--- config.mk ---
export PLATFORM = sky130hd
export DESIGN_NAME = program_loader_flat
export DESIGN_NICKNAME = d
export VERILOG_FILES = /design/src/rtl/program_loader_if.sv /design/src/rtl/program_loader.sv /design/src/flat_wrapper.sv
export SDC_FILE = /design/constraint.sdc
export NUM_CORES = 1
export LEC_CHECK = 0
export ABC_AREA = 1
export CAP_MARGIN = 10
export CORE_MARGIN = 4
export CORE_UTILIZATION = 50
export DETAILED_ROUTE_END_ITERATION = 10
export MAX_ROUTING_LAYER = met4
export PLACE_DENSITY_LB_ADDON = 0.2
export SLEW_MARGIN = 20
export SYNTH_ARGS = -nofsm -noshare
export SYNTH_HDL_FRONTEND = slang
export SYNTH_SLANG_ARGS = --single-unit
--- constraint.sdc ---
create_clock -name clock -period 5.12 [get_ports clock]
set_input_delay 1.024 -clock clock [delete_from_list [all_inputs] [get_ports clock]]
set_output_delay 1.024 -clock clock [all_outputs]
set_load 0.02 [all_outputs]
--- src/rtl/program_loader_if.sv ---
// rtl/program_loader_if.sv - host word stream and memory port bundle for program_loader
//
// Purpose: groups the host valid/ready word stream and the unified-memory
// read/write port seen by the program loader.
// Signals:
//   in_valid, in_data   host -> loader word stream
//   in_ready            loader -> host, transfer when in_valid && in_ready
//   mem_addr            loader -> memory, shared write/read address
//   mem_wdata           loader -> memory, write data
//   mem_write           loader -> memory, one-cycle write strobe
//   mem_read            loader -> memory, read strobe
//   mem_rdata           memory -> loader, valid one cycle after mem_read
// Modports: master = loader side, slave = host/memory side.
interface program_loader_if #(
    parameter int ADDR_WIDTH = 8,
    parameter int DATA_WIDTH = 16
);
    logic                  in_valid;
    logic [DATA_WIDTH-1:0] in_data;
    logic                  in_ready;
    logic [ADDR_WIDTH-1:0] mem_addr;
    logic [DATA_WIDTH-1:0] mem_wdata;
    logic                  mem_write;
    logic                  mem_read;
    logic [DATA_WIDTH-1:0] mem_rdata;

    modport master (
        input  in_valid,
        input  in_data,
        output in_ready,
        output mem_addr,
        output mem_wdata,
        output mem_write,
        output mem_read,
        input  mem_rdata
    );

    modport slave (
        output in_valid,
        output in_data,
        input  in_ready,
        input  mem_addr,
        input  mem_wdata,
        input  mem_write,
        input  mem_read,
        output mem_rdata
    );
endinterface

--- src/rtl/program_loader.sv ---
// rtl/program_loader.sv - streams a program image into memory, verifies it by readback sum, then releases the CPU
//
// Purpose: while the CPU is held in reset, accepts load_count words from the
// host stream, writes them to addresses 0..load_count-1, then reads the image
// back and compares a 16-bit modular sum before releasing the CPU.
// Ports:
//   clock       rising-edge clock
//   reset       synchronous, active-high
//   start       one-cycle pulse, honoured only in IDLE/DONE/ERROR
//   load_count  number of words (1..DEPTH), latched on start
//   cpu_hold    1 = CPU held in reset
//   done        image loaded and verified
//   error       bad count or readback mismatch
//   bus         program_loader_if.master: host stream + memory port
module program_loader #(
    parameter int ADDR_WIDTH = 8,
    parameter int DATA_WIDTH = 16
) (
    input  logic                  clock,
    input  logic                  reset,
    input  logic                  start,
    input  logic [ADDR_WIDTH:0]   load_count,
    output logic                  cpu_hold,
    output logic                  done,
    output logic                  error,
    program_loader_if.master      bus
);

    localparam int CW = ADDR_WIDTH + 1;
    localparam logic [CW-1:0] DEPTH_C = CW'(1 << ADDR_WIDTH);
    localparam logic [CW-1:0] ONE_C   = CW'(1);

    typedef enum logic [2:0] {
        S_IDLE  = 3'd0,
        S_LOAD  = 3'd1,
        S_CHECK = 3'd2,
        S_DONE  = 3'd3,
        S_ERROR = 3'd4
    } state_t;

    state_t                state_q, state_d;
    logic [CW-1:0]         count_q, count_d;
    logic [CW-1:0]         wr_ptr_q, wr_ptr_d;
    logic [CW-1:0]         rd_ptr_q, rd_ptr_d;
    logic [DATA_WIDTH-1:0] sum_q, sum_d;
    logic [DATA_WIDTH-1:0] chk_q, chk_d;
    // last_q: final word accepted, its write pulse is on the bus this cycle
    logic                  last_q, last_d;
    // rvalid_q: mem_rdata carries the word read in the previous cycle
    logic                  rvalid_q, rvalid_d;
    // cmp_q: chk now holds the full readback sum, compare on this edge
    logic                  cmp_q, cmp_d;
    logic                  in_ready_q, in_ready_d;
    logic                  mem_write_q, mem_write_d;
    logic                  mem_read_q, mem_read_d;
    logic [ADDR_WIDTH-1:0] mem_addr_q, mem_addr_d;
    logic [DATA_WIDTH-1:0] mem_wdata_q, mem_wdata_d;
    logic                  cpu_hold_q, cpu_hold_d;
    logic                  done_q, done_d;
    logic                  error_q, error_d;

    logic                  count_bad;
    logic [CW-1:0]         wr_ptr_inc;

    assign count_bad  = (load_count == '0) || (load_count > DEPTH_C);
    assign wr_ptr_inc = wr_ptr_q + ONE_C;

    always_comb begin
        state_d     = state_q;
        count_d     = count_q;
        wr_ptr_d    = wr_ptr_q;
        rd_ptr_d    = rd_ptr_q;
        sum_d       = sum_q;
        chk_d       = chk_q;
        last_d      = last_q;
        rvalid_d    = rvalid_q;
        cmp_d       = cmp_q;
        in_ready_d  = in_ready_q;
        mem_write_d = 1'b0;
        mem_read_d  = mem_read_q;
        mem_addr_d  = mem_addr_q;
        mem_wdata_d = mem_wdata_q;
        cpu_hold_d  = cpu_hold_q;
        done_d      = done_q;
        error_d     = error_q;

        case (state_q)
            S_IDLE, S_DONE, S_ERROR: begin
                if (start) begin
                    done_d     = 1'b0;
                    cpu_hold_d = 1'b1;
                    if (count_bad) begin
                        // Illegal count: straight to ERROR, memory untouched.
                        state_d = S_ERROR;
                        error_d = 1'b1;
                    end else begin
                        state_d    = S_LOAD;
                        error_d    = 1'b0;
                        count_d    = load_count;
                        wr_ptr_d   = '0;
                        rd_ptr_d   = '0;
                        sum_d      = '0;
                        chk_d      = '0;
                        last_d     = 1'b0;
                        rvalid_d   = 1'b0;
                        cmp_d      = 1'b0;
                        in_ready_d = 1'b1;
                        mem_read_d = 1'b0;
                    end
                end
            end

            S_LOAD: begin
                if (last_q) begin
                    // Final write pulse is visible now; first read follows it directly.
                    state_d    = S_CHECK;
                    last_d     = 1'b0;
                    mem_read_d = 1'b1;
                    mem_addr_d = '0;
                    rd_ptr_d   = ONE_C;
                end else if (bus.in_valid && in_ready_q) begin
                    mem_write_d = 1'b1;
                    mem_addr_d  = wr_ptr_q[ADDR_WIDTH-1:0];
                    mem_wdata_d = bus.in_data;
                    wr_ptr_d    = wr_ptr_inc;
                    sum_d       = sum_q + bus.in_data;
                    if (wr_ptr_inc == count_q) begin
                        in_ready_d = 1'b0;
                        last_d     = 1'b1;
                    end
                end
            end

            S_CHECK: begin
                rvalid_d = mem_read_q;
                if (mem_read_q) begin
                    if (rd_ptr_q == count_q) begin
                        mem_read_d = 1'b0;
                    end else begin
                        mem_addr_d = rd_ptr_q[ADDR_WIDTH-1:0];
                        rd_ptr_d   = rd_ptr_q + ONE_C;
                    end
                end
                if (rvalid_q) begin
                    chk_d = chk_q + bus.mem_rdata;
                    // Reads are contiguous, so data arriving after the strobe
                    // has dropped is the last word of the image.
                    if (!mem_read_q) begin
                        cmp_d = 1'b1;
                    end
                end
                if (cmp_q) begin
                    cmp_d = 1'b0;
                    if (chk_q == sum_q) begin
                        state_d    = S_DONE;
                        done_d     = 1'b1;
                        cpu_hold_d = 1'b0;
                    end else begin
                        state_d    = S_ERROR;
                        error_d    = 1'b1;
                        cpu_hold_d = 1'b1;
                    end
                end
            end

            default: begin
                state_d = S_IDLE;
            end
        endcase
    end

    always_ff @(posedge clock) begin
        if (reset) begin
            state_q     <= S_IDLE;
            count_q     <= '0;
            wr_ptr_q    <= '0;
            rd_ptr_q    <= '0;
            sum_q       <= '0;
            chk_q       <= '0;
            last_q      <= 1'b0;
            rvalid_q    <= 1'b0;
            cmp_q       <= 1'b0;
            in_ready_q  <= 1'b0;
            mem_write_q <= 1'b0;
            mem_read_q  <= 1'b0;
            mem_addr_q  <= '0;
            mem_wdata_q <= '0;
            cpu_hold_q  <= 1'b1;
            done_q      <= 1'b0;
            error_q     <= 1'b0;
        end else begin
            state_q     <= state_d;
            count_q     <= count_d;
            wr_ptr_q    <= wr_ptr_d;
            rd_ptr_q    <= rd_ptr_d;
            sum_q       <= sum_d;
            chk_q       <= chk_d;
            last_q      <= last_d;
            rvalid_q    <= rvalid_d;
            cmp_q       <= cmp_d;
            in_ready_q  <= in_ready_d;
            mem_write_q <= mem_write_d;
            mem_read_q  <= mem_read_d;
            mem_addr_q  <= mem_addr_d;
            mem_wdata_q <= mem_wdata_d;
            cpu_hold_q  <= cpu_hold_d;
            done_q      <= done_d;
            error_q     <= error_d;
        end
    end

    assign bus.in_ready  = in_ready_q;
    assign bus.mem_write = mem_write_q;
    assign bus.mem_read  = mem_read_q;
    assign bus.mem_addr  = mem_addr_q;
    assign bus.mem_wdata = mem_wdata_q;
    assign cpu_hold      = cpu_hold_q;
    assign done          = done_q;
    assign error         = error_q;

endmodule

--- src/flat_wrapper.sv ---
// flat-port wrapper written by rule: the top's interface ports become plain ports
module program_loader_flat 
#(
    parameter int ADDR_WIDTH = 8,
    parameter int DATA_WIDTH = 16
)
  (clock, reset, start, load_count, cpu_hold, done, error, bus_in_valid, bus_in_data, bus_in_ready, bus_mem_addr, bus_mem_wdata, bus_mem_write, bus_mem_read, bus_mem_rdata);
  program_loader_if #(.ADDR_WIDTH(ADDR_WIDTH), .DATA_WIDTH(DATA_WIDTH)) bus_i ();
  input  logic clock;
  input  logic reset;
  input  logic start;
  input  logic [ADDR_WIDTH:0] load_count;
  output logic cpu_hold;
  output logic done;
  output logic error;
  input wire logic [$bits(bus_i.in_valid)-1:0] bus_in_valid;
  input wire logic [$bits(bus_i.in_data)-1:0] bus_in_data;
  output wire logic [$bits(bus_i.in_ready)-1:0] bus_in_ready;
  output wire logic [$bits(bus_i.mem_addr)-1:0] bus_mem_addr;
  output wire logic [$bits(bus_i.mem_wdata)-1:0] bus_mem_wdata;
  output wire logic [$bits(bus_i.mem_write)-1:0] bus_mem_write;
  output wire logic [$bits(bus_i.mem_read)-1:0] bus_mem_read;
  input wire logic [$bits(bus_i.mem_rdata)-1:0] bus_mem_rdata;
  assign bus_i.in_valid = bus_in_valid;
  assign bus_i.in_data = bus_in_data;
  assign bus_in_ready = bus_i.in_ready;
  assign bus_mem_addr = bus_i.mem_addr;
  assign bus_mem_wdata = bus_i.mem_wdata;
  assign bus_mem_write = bus_i.mem_write;
  assign bus_mem_read = bus_i.mem_read;
  assign bus_i.mem_rdata = bus_mem_rdata;
  program_loader #(.ADDR_WIDTH(ADDR_WIDTH), .DATA_WIDTH(DATA_WIDTH)) u_core (.clock(clock), .reset(reset), .start(start), .load_count(load_count), .cpu_hold(cpu_hold), .done(done), .error(error), .bus(bus_i));
endmodule
==> results of run 1 <==
[through the flow]
step | hold slack (ns) | std cells | total power, mW | cell area [um2]
after detailed placement | 0.447 | 1076 | 1.88 | 6750
after floorplan | 0.447 | 885 | 1.67 | 5970
after global routing | 0.495 | 1092 | 2.76 | 7070
final | 0.467 | 1092 | 2.59 | 7070
after CTS | 0.465 | 1092 | 2.61 | 7070
after global placement | 0.463 | 1076 | 1.87 | 6750
[registers in the layout, summed over array words and instances (netlist names)]
signal                cells
u_core.rd_ptr_q           9
u_core.count_q            9
u_core.wr_ptr_q           9
u_core.bus.in_ready       1
u_core.done               1
u_core.bus.mem_read       1
u_core.rvalid_q           1
u_core.bus.mem_wdata     16
u_core.error              1
u_core.bus.mem_addr       8
u_core.chk_q             16
u_core.state_q            3
u_core.cmp_q              1
u_core.cpu_hold           1
u_core.last_q             1
u_core.bus.mem_write      1
u_core.sum_q             16
[power groups by stage]
stage / registers (mW) / logic, mW / clock network (mW)
2_1_floorplan: 0.992 / 0.675 / 0
3_5_place_dp: 0.929 / 0.948 / 0
3_3_place_gp: 0.930 / 0.944 / 0
4_1_cts: 0.913 / 0.955 / 0.741
5_1_grt: 0.928 / 1.07 / 0.769
6_report: 0.915 / 0.952 / 0.725
[cells by family (layout without fill, tap and decap cells)]
kind of cell             count (synthesis)  count (layout)  share of synthesized area
flip-flops                              95              95                      0.319
adder cells (fa/ha/maj)                 34              34                     0.0738
AO/OA/AOI/OAI                          190             190                      0.167
AND/OR/NAND/NOR                        439             439                      0.319
buffers and inverters                   87             151                     0.0627
XOR/XNOR                                40              40                     0.0587
[final timing paths]
path	from	slack [ns]	end	cells after the start
worst max register to register	u_core.state_q[1]	2.91	u_core.sum_q[11]	11
worst min-delay path	u_core.done	0.47	u_core.done	2
worst max-delay path	load_count[6]	2.36	u_core.chk_q[10]	12
worst min register to register	u_core.done	0.47	u_core.done	2
[layer usage]
layer,vias up,share of wire,track usage
met4,0,0.0085,0.0589
met3,11,0.058,0.0452
met2,151,0.42,0.339
met5,-,0,-
met1,2601,0.51,0.341
li1,3062,-,-
[worst register-to-register path, stage by stage, from the launching register on]
cell	delay, ns
dfxtp_1	0.33
inv_2	0.07
nand2_2	0.06
nor2_4	0.14
inv_4	0.08
nor2_4	0.12
inv_2	0.06
nor2_4	0.37
inv_1	0.45
a21oi_1	0.23
o21ai_0	0.10
a21oi_1	0.13
[layout by cell type, fill, tap and decap left out, types with 2 or more instances in the layout]
cell type / n
bufinv_16: 2
nor2_2: 2
buf_4: 2
nand3_1: 73
ha_1: 32
a31oi_1: 2
inv_2: 5
nor3_1: 3
a21o_1: 5
clkinv_2: 2
nand2_2: 3
o21ai_0: 65
nand3b_1: 7
clkbuf_16: 9
o21ai_1: 2
clkdlybuf4s50_1: 73
or2_2: 6
xor2_1: 19
o31ai_1: 2
a21oi_1: 105
o211ai_1: 4
xnor2_1: 21
inv_4: 2
nor2_1: 105
dfxtp_1: 95
inv_1: 52
nor2_4: 5
nand2_1: 220
nand4_1: 9
fa_1: 2
[cell type report]
type	instances	area, um2	share of cell area
Sequential cell	95	1900	0.269
Clock buffer	9	225	0.0319
Timing Repair Buffer	76	751	0.106
Multi-Input combinational cell	703	3690	0.522
Tap cell	143	179	0.0253
Inverter	59	226	0.0320
Clock inverter	7	95.1	0.0135
==> results.md, run 1 <==
* Status: finished, final reports clean
* Vias in the first global route at roughly 5400
* Setup slack after placement at 2.03 ns
* Mapped Area at between 5000 and 6000 um2
* Largest stage delay, worst path at ~0.42 ns
* Worst skew pair latency at about 0.35 ns
* Final-layout fill cell count at between 1000 and 1500
* Hold Crit Class: reg2reg
* Clock Tree Buf Depth at 2
* Top-count cell post-synth: nand2_1
* Final WS setup at 2.36 ns
* RSZ-0062 raised after global routing: false
* Mapped Cells at ~890
* Avg WL per Cell at between 10 and 15 um
* Antenna viol nets, final at 0
* Seq/Total Area, Yosys at 0.319
* Leading cell types by count after synthesis: nand2_1, a21oi_1, nor2_1
* Syn Nets at 964
* Sw frac at 0.384
* Data required, critical path at about 5.4 ns
* Min Tclk post-route at 2.76 ns
* Setup crit start kind: primary input
* Initial antenna violation count at 0
* MaxCap Viol Count at 0
* Area Growth Syn to Fin at 18.5%
* Crit share post-route at 0.540
* CP Buf/Inv Count at 2
* Mean Syn Cell Area at ~6.7 um2
* Chip width at 117 um
* Pleak at 2.95 nW
* Combinational share of power at 0.367
* Flop pwr share at 0.353
* Core ar. at 11600 um2
* Measured slew at the worst slew-check pin at 0.827 ns
* Largest net degree at the start of global routing at 65
* Crit. End Element: register
* Critical Path Slowest Stage Cell: clkdlybuf4s50_1
* First-pass GRT wire length at roughly 25 mm
* Leading register cell type out of synthesis: dfxtp_1
* Crit path kind: in2reg
* DR vias/cell at about 5.3
* Antenna diodes at 0
* Final setup vio count at 0
* VDD IR max at 0.330 mV
* Initial core utilization at 0.516
* Num ports at 75
* Seq cells post-synth at 95
* Worst path cell trace: clkdlybuf4s50_1 -> nor2_1 -> nand2_1 -> o21ai_0 -> nand2_1 -> nand2_2 -> nand3_1 -> inv_1 -> nand2_1 -> nor2_1 -> a21oi_1 -> nor2_1
* Placer Congestion at 0.954
* CTS sink cnt at 95
* Clock power frac at 0.280
* DR pass1 iterations at 5
* Detailed placer's ending HPWL at between 10 and 15 mm
* Share of cells above drive strength 1 at 0.0485
* Synth top area share at 0.319
* GRT Residual Overflow at 0
* Clock-pin transition on the worst setup and hold timing paths at approximately 0.070 ns
* Root buf cell: clkbuf_16
* Vias post-DR at 5825
* Fin. Hold Viols at 0
* Slew headroom at 0.448
* Synth top area cells: dfxtp_1, nand2_1, a21oi_1
* I/O Buffers at 74
* Final core utilization at 0.611
* Area leader, netlist: dfxtp_1
* CTS tree: yes
* EDFF count, synth at 0
* Fmax at about 360 MHz
* CTS Buf Count at 9
* Switching power at about 0.99 mW
* Final TNS setup at 0 ns
* Largest delay share family, worst path: simple AND/OR/NAND/NOR gates
* Post-synth ARST share at 0
* # resized after CTS at 0
* P_int at between 1.5 and 2 mW
* Die height at 117 um
* Crit-path max FO at 11
* CP arrival at between 3 and 4 ns
* Setup Buffers After CTS at 0
* Row count at 39
* Slew Limit Fails at 0
* Yosys cell types at 40
* Total wire length at roughly 15 mm
* Hold Buf Count CTS at 0
* Synth warn at 0
* GRT Total Usage at 0.236
* Setup Skew at 0.00791 ns
* DR iter-0 viols at ~400
* Net count, final at 1023
* Full die area at about 14000 um2
* Remaining DRCs at 0
* H-tree levels at 3
* Power Density at 367 nW/um2
Power figures use the tool's default switching activity.
==> inputs of run 2 (changes only) <==
clock period = 2.4 ns   (was 5.12 ns; I/O delays follow)
==> run 2 against run 1 <==
First-iteration DRC count up 7.5%. Combinational power is 120% higher. Global-route usage fell by 0.13 points. Flip-flop and latch count did not move.
==> results.md, run 2 (same netlist as run 1, synthesis figures left out) <==
* Vias post-DR at around 5900
* Remaining DRCs at 0
* Antenna viol nets, final at 0
* Core ar. at 11600 um2
* Status: finished, final reports clean
* Share of cells above drive strength 1 at 0.0729
* Cell Count, Final, Fillers Out at 1117
* Total wire length at approximately 15 mm
* VDD IR max at slightly above 0.5 mV
* Pleak at about 3 nW
* Initial core utilization at 0.516
* CP arrival at around 2.3 ns
* Avg WL per Cell at 13.7 um
* Setup Skew at 0.00860 ns
* CTS Buf Count at 9
* Measured slew at the worst slew-check pin at between 0.7 and 0.8 ns
* Hold Crit Class: reg2reg
* Setup crit start kind: primary input
* Detailed placer's ending HPWL at 11.5 mm
* Row count at 39
* Vias in the first global route at 5226
* Seq. cell area at between 1500 and 2000 um2
* I/O Buffers at 74
* DR pass1 iterations at 5
* DR vias/cell at 5.29
* Post-Place Cells at about 1100
* Setup slack after placement at -0.0305 ns
* Num ports at 75
* Crit-path max FO at 3
* Initial antenna violation count at 0
* # resized after CTS at 0
* Setup Buffers After CTS at 0
* Power Density at roughly 800 nW/um2
* Net count, final at 1048
* Slew headroom at 0.524
* H-tree levels at 3
* Reg2reg setup slack at roughly 0.44 ns
* RSZ-0062 raised after global routing: false
* Worst skew pair latency at between 0.3 and 0.4 ns
* Root buf cell: clkbuf_16
* Clock-pin transition on the worst setup and hold timing paths at ~0.07 ns
* Antenna diodes at 0
* Clock Tree Buf Depth at 2
* Commonest non-fill, non-tap cell in the layout: nand2_1
* CTS tree: yes
* Area Growth Syn to Fin at 22.1%
* Crit share post-route at 0.859
* GRT Total Usage at 0.235
* Data required, critical path at ~2.7 ns
* Slew Limit Fails at 0
* Final WS setup at 0.338 ns
* Chip width at between 100 and 150 um
* DR iter-0 viols at 431
* Most frequent cells in the layout: nand2_1, a21oi_1, nor2_1
* Crit. End Element: register
* Placer Congestion at a little under 1
* Fin. Hold Viols at 0
* Full die area at ~14000 um2
* Largest net degree at the start of global routing at 64
* Min Tclk post-route at 2.06 ns
* Combined area of the multi-input logic cells at between 3000 and 4000 um2
* Fmax at 485 MHz
* Final setup vio count at 0
* GRT Residual Overflow at 0
* MaxCap Viol Count at 0
* CTS sink cnt at 95
* Die height at approximately 120 um
* Crit path kind: in2reg
* Final-layout fill cell count at 1090
* Hold Buf Count CTS at 0
* First-pass GRT wire length at 24.9 mm
-- run 2: power breakdown --
group / switching, mW / total (mW) / internal (mW)
Clock: 0.640 / 1.68 / 1.04
Combinational: 1.33 / 2.10 / 0.765
Sequential: 0.177 / 1.95 / 1.78
Total: 2.15 / 5.73 / 3.59
-- run 2: worst paths after layout --
kind | start | endpoint | cells after the start
worst max-delay path | bus_mem_rdata[0] | u_core.chk_q[8] | 12
worst min-delay path | u_core.done | u_core.done | 2
worst max register to register | u_core.wr_ptr_q[1] | u_core.bus.in_ready | 12
worst min register to register | u_core.done | u_core.done | 2
-- run 2: area by class of cell --
| class | count | share of cell area |
|---|---|---|
| sequential | 95 | 0.261 |
| clock inverter | 6 | 0.0148 |
| inverter | 59 | 0.0311 |
| timing repair buffer | 101 | 0.129 |
| clock buffer | 10 | 0.0328 |
| multi-input combinational | 703 | 0.507 |
| tap | 143 | 0.0246 |
-- run 2: layer usage --
metal | up-vias | part of all wire | GRT usage
met5 | - | 0 | -
met1 | 2635 | 0.52 | 0.348
li1 | 3115 | - | -
met4 | 0 | 0.012 | 0.0726
met3 | 16 | 0.056 | 0.0267
met2 | 142 | 0.42 | 0.333
-- run 2: worst max-delay path, cell delays in order --
cell and delay [ns]:
clkdlybuf4s50_1 0.40, ha_1 0.24, fa_1 0.41, nand3_1 0.08
nand2_1 0.09, nand2_1 0.07, nand2_1 0.09, nand3_1 0.09
nand2_1 0.06, a21oi_1 0.12, o21ai_0 0.09, a21oi_1 0.12
-- run 2: stage by stage --
step                hold WS, ns  area [um2]  TNS (ns)  power (mW)   util
finish                    0.478        7280         0        5.73  0.630
global route              0.498        7280         0        6.08  0.630
CTS                       0.477        7280         0        5.74  0.630
detailed placement        0.459        6940   -0.0494        4.07  0.600
global placement          0.468        6940         0        4.05  0.600
floorplan                 0.447        5970         0        3.56      -
==> inputs of run 3 (changes only) <==
SLEW_MARGIN = 10   (was 20)
==> results of run 3 <==
No change in the layout: final DEF, timing and power equal those of run 2.
